`src/rtl/pcs_rx_block_lock_if.sv`:
```
// Sync-header bus between the RX gearbox and the 64b/66b block-lock controller.
// The gearbox side is the master; the block-lock controller is the slave.
interface pcs_rx_block_lock_if #(
    parameter int SLIP_CNT_WIDTH = 8
);
    logic [1:0]                i_sh;
    logic                      i_sh_valid;
    logic                      o_rx_slip;
    logic                      o_block_lock;
    logic [SLIP_CNT_WIDTH-1:0] o_slip_count;

    modport master (
        output i_sh,
        output i_sh_valid,
        input  o_rx_slip,
        input  o_block_lock,
        input  o_slip_count
    );

    modport slave (
        input  i_sh,
        input  i_sh_valid,
        output o_rx_slip,
        output o_block_lock,
        output o_slip_count
    );
endinterface

```
`src/rtl/pcs_rx_block_lock.sv`:
```
// 64b/66b RX block-lock controller: checks sync headers and pulses a gearbox slip
// until alignment is found, then reports block lock (IEEE 802.3 Clause 49 style).
module pcs_rx_block_lock #(
    parameter int SH_WINDOW        = 64,
    parameter int INVALID_MAX      = 16,
    parameter int SLIP_WAIT_CYCLES = 4,
    parameter int SLIP_CNT_WIDTH   = 8
) (
    input  logic                 gty_rx_usr_clk,
    input  logic                 gty_rx_usr_reset,
    pcs_rx_block_lock_if.slave   bus
);
    localparam int SH_W = $clog2(SH_WINDOW + 1);
    localparam int IV_W = $clog2(INVALID_MAX + 1);
    localparam int WT_W = $clog2(SLIP_WAIT_CYCLES + 1);

    typedef enum logic [0:0] {
        ST_TEST      = 1'b0,
        ST_SLIP_WAIT = 1'b1
    } state_t;

    state_t                    state_q, state_d;
    logic [SH_W-1:0]           sh_cnt_q, sh_cnt_d;
    logic [IV_W-1:0]           invld_cnt_q, invld_cnt_d;
    logic [WT_W-1:0]           wait_cnt_q, wait_cnt_d;
    logic                      slip_q, slip_d;
    logic                      lock_q, lock_d;
    logic [SLIP_CNT_WIDTH-1:0] slip_cnt_q, slip_cnt_d;

    logic            sh_invalid;
    logic [SH_W-1:0] sh_n;
    logic [IV_W-1:0] invld_n;
    logic [WT_W-1:0] wait_n;

    assign sh_invalid = (bus.i_sh == 2'b00) || (bus.i_sh == 2'b11);
    assign sh_n       = sh_cnt_q + SH_W'(1);
    assign invld_n    = invld_cnt_q + IV_W'(1);
    assign wait_n     = wait_cnt_q + WT_W'(1);

    always_ff @(posedge gty_rx_usr_clk or posedge gty_rx_usr_reset) begin
        if (gty_rx_usr_reset) begin
            state_q     <= ST_TEST;
            sh_cnt_q    <= '0;
            invld_cnt_q <= '0;
            wait_cnt_q  <= '0;
            slip_q      <= 1'b0;
            lock_q      <= 1'b0;
            slip_cnt_q  <= '0;
        end else begin
            state_q     <= state_d;
            sh_cnt_q    <= sh_cnt_d;
            invld_cnt_q <= invld_cnt_d;
            wait_cnt_q  <= wait_cnt_d;
            slip_q      <= slip_d;
            lock_q      <= lock_d;
            slip_cnt_q  <= slip_cnt_d;
        end
    end

    always_comb begin
        state_d     = state_q;
        sh_cnt_d    = sh_cnt_q;
        invld_cnt_d = invld_cnt_q;
        wait_cnt_d  = wait_cnt_q;
        slip_d      = 1'b0;
        lock_d      = lock_q;
        slip_cnt_d  = slip_cnt_q;

        case (state_q)
            ST_TEST: begin
                if (bus.i_sh_valid) begin
                    // A slip takes priority over a window ending on the same sample.
                    if (sh_invalid && (!lock_q || invld_n == IV_W'(INVALID_MAX))) begin
                        slip_d      = 1'b1;
                        lock_d      = 1'b0;
                        state_d     = ST_SLIP_WAIT;
                        sh_cnt_d    = '0;
                        invld_cnt_d = '0;
                        wait_cnt_d  = '0;
                        if (slip_cnt_q != '1) begin
                            slip_cnt_d = slip_cnt_q + SLIP_CNT_WIDTH'(1);
                        end
                    end else if (sh_n == SH_W'(SH_WINDOW)) begin
                        if (invld_cnt_q == '0 && !sh_invalid) begin
                            lock_d = 1'b1;
                        end
                        sh_cnt_d    = '0;
                        invld_cnt_d = '0;
                    end else begin
                        sh_cnt_d = sh_n;
                        if (sh_invalid) begin
                            invld_cnt_d = invld_n;
                        end
                    end
                end
            end
            ST_SLIP_WAIT: begin
                wait_cnt_d = wait_n;
                if (wait_n == WT_W'(SLIP_WAIT_CYCLES)) begin
                    state_d = ST_TEST;
                end
            end
            default: begin
                state_d = ST_TEST;
            end
        endcase
    end

    assign bus.o_rx_slip    = slip_q;
    assign bus.o_block_lock = lock_q;
    assign bus.o_slip_count = slip_cnt_q;
endmodule

```
`src/flat_wrapper.sv`:
```
// flat-port wrapper written by rule: the top's interface ports become plain ports
module pcs_rx_block_lock_flat 
#(
    parameter int SH_WINDOW        = 64,
    parameter int INVALID_MAX      = 16,
    parameter int SLIP_WAIT_CYCLES = 4,
    parameter int SLIP_CNT_WIDTH   = 8
)
  (gty_rx_usr_clk, gty_rx_usr_reset, bus_i_sh, bus_i_sh_valid, bus_o_rx_slip, bus_o_block_lock, bus_o_slip_count);
  pcs_rx_block_lock_if #(.SLIP_CNT_WIDTH(SLIP_CNT_WIDTH)) bus_i ();
  input  logic gty_rx_usr_clk;
  input  logic gty_rx_usr_reset;
  input wire logic [$bits(bus_i.i_sh)-1:0] bus_i_sh;
  input wire logic [$bits(bus_i.i_sh_valid)-1:0] bus_i_sh_valid;
  output wire logic [$bits(bus_i.o_rx_slip)-1:0] bus_o_rx_slip;
  output wire logic [$bits(bus_i.o_block_lock)-1:0] bus_o_block_lock;
  output wire logic [$bits(bus_i.o_slip_count)-1:0] bus_o_slip_count;
  assign bus_i.i_sh = bus_i_sh;
  assign bus_i.i_sh_valid = bus_i_sh_valid;
  assign bus_o_rx_slip = bus_i.o_rx_slip;
  assign bus_o_block_lock = bus_i.o_block_lock;
  assign bus_o_slip_count = bus_i.o_slip_count;
  pcs_rx_block_lock #(.SH_WINDOW(SH_WINDOW), .INVALID_MAX(INVALID_MAX), .SLIP_WAIT_CYCLES(SLIP_WAIT_CYCLES), .SLIP_CNT_WIDTH(SLIP_CNT_WIDTH)) u_core (.gty_rx_usr_clk(gty_rx_usr_clk), .gty_rx_usr_reset(gty_rx_usr_reset), .bus(bus_i));
endmodule
```
`config.mk`:
```
export PLATFORM = sky130hd
export DESIGN_NAME = pcs_rx_block_lock_flat
export DESIGN_NICKNAME = d
export VERILOG_FILES = /design/src/rtl/pcs_rx_block_lock_if.sv /design/src/rtl/pcs_rx_block_lock.sv /design/src/flat_wrapper.sv
export SDC_FILE = /design/constraint.sdc
export NUM_CORES = 1
export LEC_CHECK = 0
export CAP_MARGIN = 10
export CORE_UTILIZATION = 32
export DETAILED_ROUTE_END_ITERATION = 12
export HOLD_SLACK_MARGIN = 0.15
export SETUP_SLACK_MARGIN = 0.4
export SLEW_MARGIN = 20
export SYNTH_ARGS = -nofsm -noshare
export SYNTH_HDL_FRONTEND = slang
export SYNTH_SLANG_ARGS = --single-unit
```
`constraint.sdc`:
```
create_clock -name gty_rx_usr_clk -period 1.9 [get_ports gty_rx_usr_clk]
set_input_delay 0.19 -clock gty_rx_usr_clk [delete_from_list [all_inputs] [get_ports gty_rx_usr_clk]]
set_output_delay 0.19 -clock gty_rx_usr_clk [all_outputs]
set_load 0.02 [all_outputs]
```
==> impl_metrics.ini <==
[run_status]
status = finished with violations
violations = negative setup slack

[timing]
max_freq_ghz = 0.510
max_slew_margin_pct = 61.8
worst_slew_pin_slew_ps = 573
hold_viol_final = 0
worst_slack_ps = -58.9
min_period_over_period_pct = 103
setup_viol = 4
drv_slew = 0
rsz0062_at_grt = true
fin_worst_skew_ps = 8.64
finalCriticalPeriod_ps = 1960

[routing]
wl_per_cell_um = 15.9
drtIter0Drc = 50
first_pass_iters = 4
vias = 1349
wl_um = 4000
viasPerCell = 5.35
postRouteAntennaNets = 0
drc = 0

[worst_setup_path]
cp-start-kind = flop
arrival_ps = 2180
required_ps = 2120
worst-setup-path-type = reg -> reg
crit_fanout = 6
cp-end-kind = flop

[clocking]
hold_buffers = 0
ctsHtreeMaxLevel = 1
cts_sinks = 26
clk_latency_ps = 280
cts_buffer_depth = 2
cts_buffers = 3
cts_tree = yes
root_buffer = clkbuf_8
clk_pin_slew_ps = 100

[global_routing]
grt_max_degree = 16
grt_pass1_vias = 1460
gr-total-overflow = 0
antenna_found_initial = 0
grt_pass1_wl_um = 6800
grt_usage_pct = 17.4

[cells_and_area]
final.fill_count = 398
multiInputGateArea_sq_um = 992
n_antenna_cell = 0
stdcell_count = 252
nets = 212
drive_gt1_share_pct = 42.5
design_area_sq_mm = 0.00225
syn_to_final_growth_pct = 56.0
regArea_sq_um = 658

[power_and_ir_drop]
power_density_mw_per_mm2 = 1140
ir_drop_mv = 0.594
p_total_mw = 2.57
p_leak_nw = 0.988

[placement]
post-dp-hpwl_um = 2690
place_area_sq_mm = 0.00186
gp_congestion = 0.807
dp_cells = 235
port_buffers = 14
pre_cts_slack_ps = -111

[synthesis]
syn_inst = 147
synth-seq-cells = 26
synth-seq-area-share_pct = 45.2
netlist_area_sq_mm = 0.00144
synth_nets = 158
yosysWarnings = 0
async_flop_share_pct = 100
syn_area_per_cell_sq_um = 9.80
synth_ff_type = dfrtp_1
synth_edf_count = 0
ys_types = 38

[die]
num_rows = 24
die_h_um = 69.1
die-area_sq_mm = 0.00477
initial_core_util_pct = 33.1
pin_count = 15
core_sq_mm = 0.00435
chipWidth_um = 69.1

[job]
cap_viol_max_count = 0

[worst_hold_path]
hold_class = in -> async
-- cells in the final DEF (no fill, tap or decap), types with 2 or more instances in the layout --
master           instances
o21ai_2                  4
clkdlybuf4s50_1          5
a211oi_2                 2
o21ai_0                  2
xnor2_2                  3
mux2_2                   2
a211oi_1                 2
and2_4                   2
ha_4                     3
and3_4                   2
nand3_2                  3
buf_4                   29
nand3_1                  5
inv_1                    7
dfrtp_1                 20
dfrtp_2                  6
nor2b_1                  3
xnor2_1                  4
a21oi_2                  3
dlymetal6s2s_1           2
ha_1                     3
dlygate4sd2_1            7
nand2_1                 13
o31ai_1                  3
and3_1                   3
a31oi_1                  3
clkbuf_8                 3
a21o_1                   4
xor2_1                   3
nand4_1                  7
nor2_1                   4
nor2_4                   4
or3_1                    3
buf_6                    7
-- flip-flops by register name, summed over array words and instances, names as in the netlist --
register	flops
u_core.state_q	1
u_core.bus.o_slip_count	8
u_core.wait_cnt_q	3
u_core.invld_cnt_q	5
u_core.sh_cnt_q	7
u_core.bus.o_block_lock	1
u_core.bus.o_rx_slip	1
-- per-layer routing --
layer  vias to the layer above  GRT usage (%)  part of all wire, %
met1                       676           21.8                   43
met3                         2           1.90                  2.3
met2                        20           32.0                   54
met4                         0           3.40                 0.73
li1                        651              -                    -
met5                         -              0                    0
-- timing repair --
| action | 4_1_cts | 5_1_grt |
|---|---|---|
| setup buffers | 11 | 2 |
| setup endpoints to repair | 28 | 26 |
| gates resized for setup | 34 | 22 |
| pin swaps | 10 | 7 |
-- stage by stage --
step                TNS [ps]  utilization (%)  hold WS [ps]
floorplan              -4.27                -           230
global placement       -25.5             42.7           489
detailed placement      -139             42.7           495
CTS                    -25.8             48.7           284
global route            -502             51.6           310
finish                  -130             51.6           259
-- cell families (layout without fill, tap and decap cells) --
group	after synthesis	after routing	synth area share (%)
AOI/OAI and AO/OA	35	35	16.4
DFF	26	26	45.2
and+or+nand+nor	58	58	22.2
buffers and inverters	8	61	2.09
adders and majority gates	6	6	5.21
muxes	3	3	2.26
xor gates and xnor gates	11	11	6.69
-- where the power goes --
| part | total [mW] | internal [mW] | switching [mW] |
|---|---|---|---|
| sequential | 0.944 | 0.732 | 0.213 |
| combinational | 1.16 | 0.598 | 0.562 |
| clock | 0.465 | 0.282 | 0.182 |
-- synth_stat cells (all sizes together) (2+ instances only) --
master | number | area [sq um]
xnor2 | 7 | 61.3
and2 | 2 | 16.3
nand2 | 13 | 48.8
a31oi | 5 | 31.3
or3 | 4 | 25.0
dfrtp | 26 | 651
a211oi | 4 | 30.0
xor2 | 4 | 35.0
mux2 | 2 | 22.5
inv | 7 | 26.3
a21o | 4 | 30.0
nand3 | 9 | 45.0
o31ai | 4 | 30.0
o21ai | 6 | 30.0
nor2b | 3 | 18.8
ha | 6 | 75.1
a21oi | 5 | 28.8
o22ai | 2 | 12.5
nand4 | 7 | 43.8
nor2 | 8 | 30.0
and3 | 5 | 31.3
-- layout make-up --
cell class / count / share of cell area, %
Multi-Input combinational cell: 113 / 44.2
Sequential cell: 26 / 29.3
Timing Repair Buffer: 50 / 19.3
Tap cell: 52 / 2.90
Clock buffer: 3 / 1.84
Clock inverter: 1 / 1.34
Inverter: 7 / 1.17
-- critical path, stage by stage, from the launching register on --
cell	delay, ps
dfrtp_2	460
ha_4	190
xor2_2	140
nand4_1	120
a2111o_1	440
or4_4	430
a21oi_2	120
-- final timing paths --
check / startpoint / endpoint / slack [ps] / cells past startpoint
max in group asynchronous: gty_rx_usr_reset / u_core.sh_cnt_q[1] / 1090 / 3
setup / recovery: u_core.sh_cnt_q[0] / u_core.bus.o_block_lock / -60 / 6
hold reg to reg: u_core.bus.o_slip_count[2] / u_core.bus.o_slip_count[2] / 520 / 1
hold / removal: gty_rx_usr_reset / u_core.wait_cnt_q[2] / 260 / 2
setup reg to reg: u_core.sh_cnt_q[0] / u_core.bus.o_block_lock / -60 / 6
min in group gty_rx_usr_clk: u_core.bus.o_slip_count[2] / u_core.bus.o_slip_count[2] / 520 / 1
No activity file was read; power rests on OpenSTA's default activity.
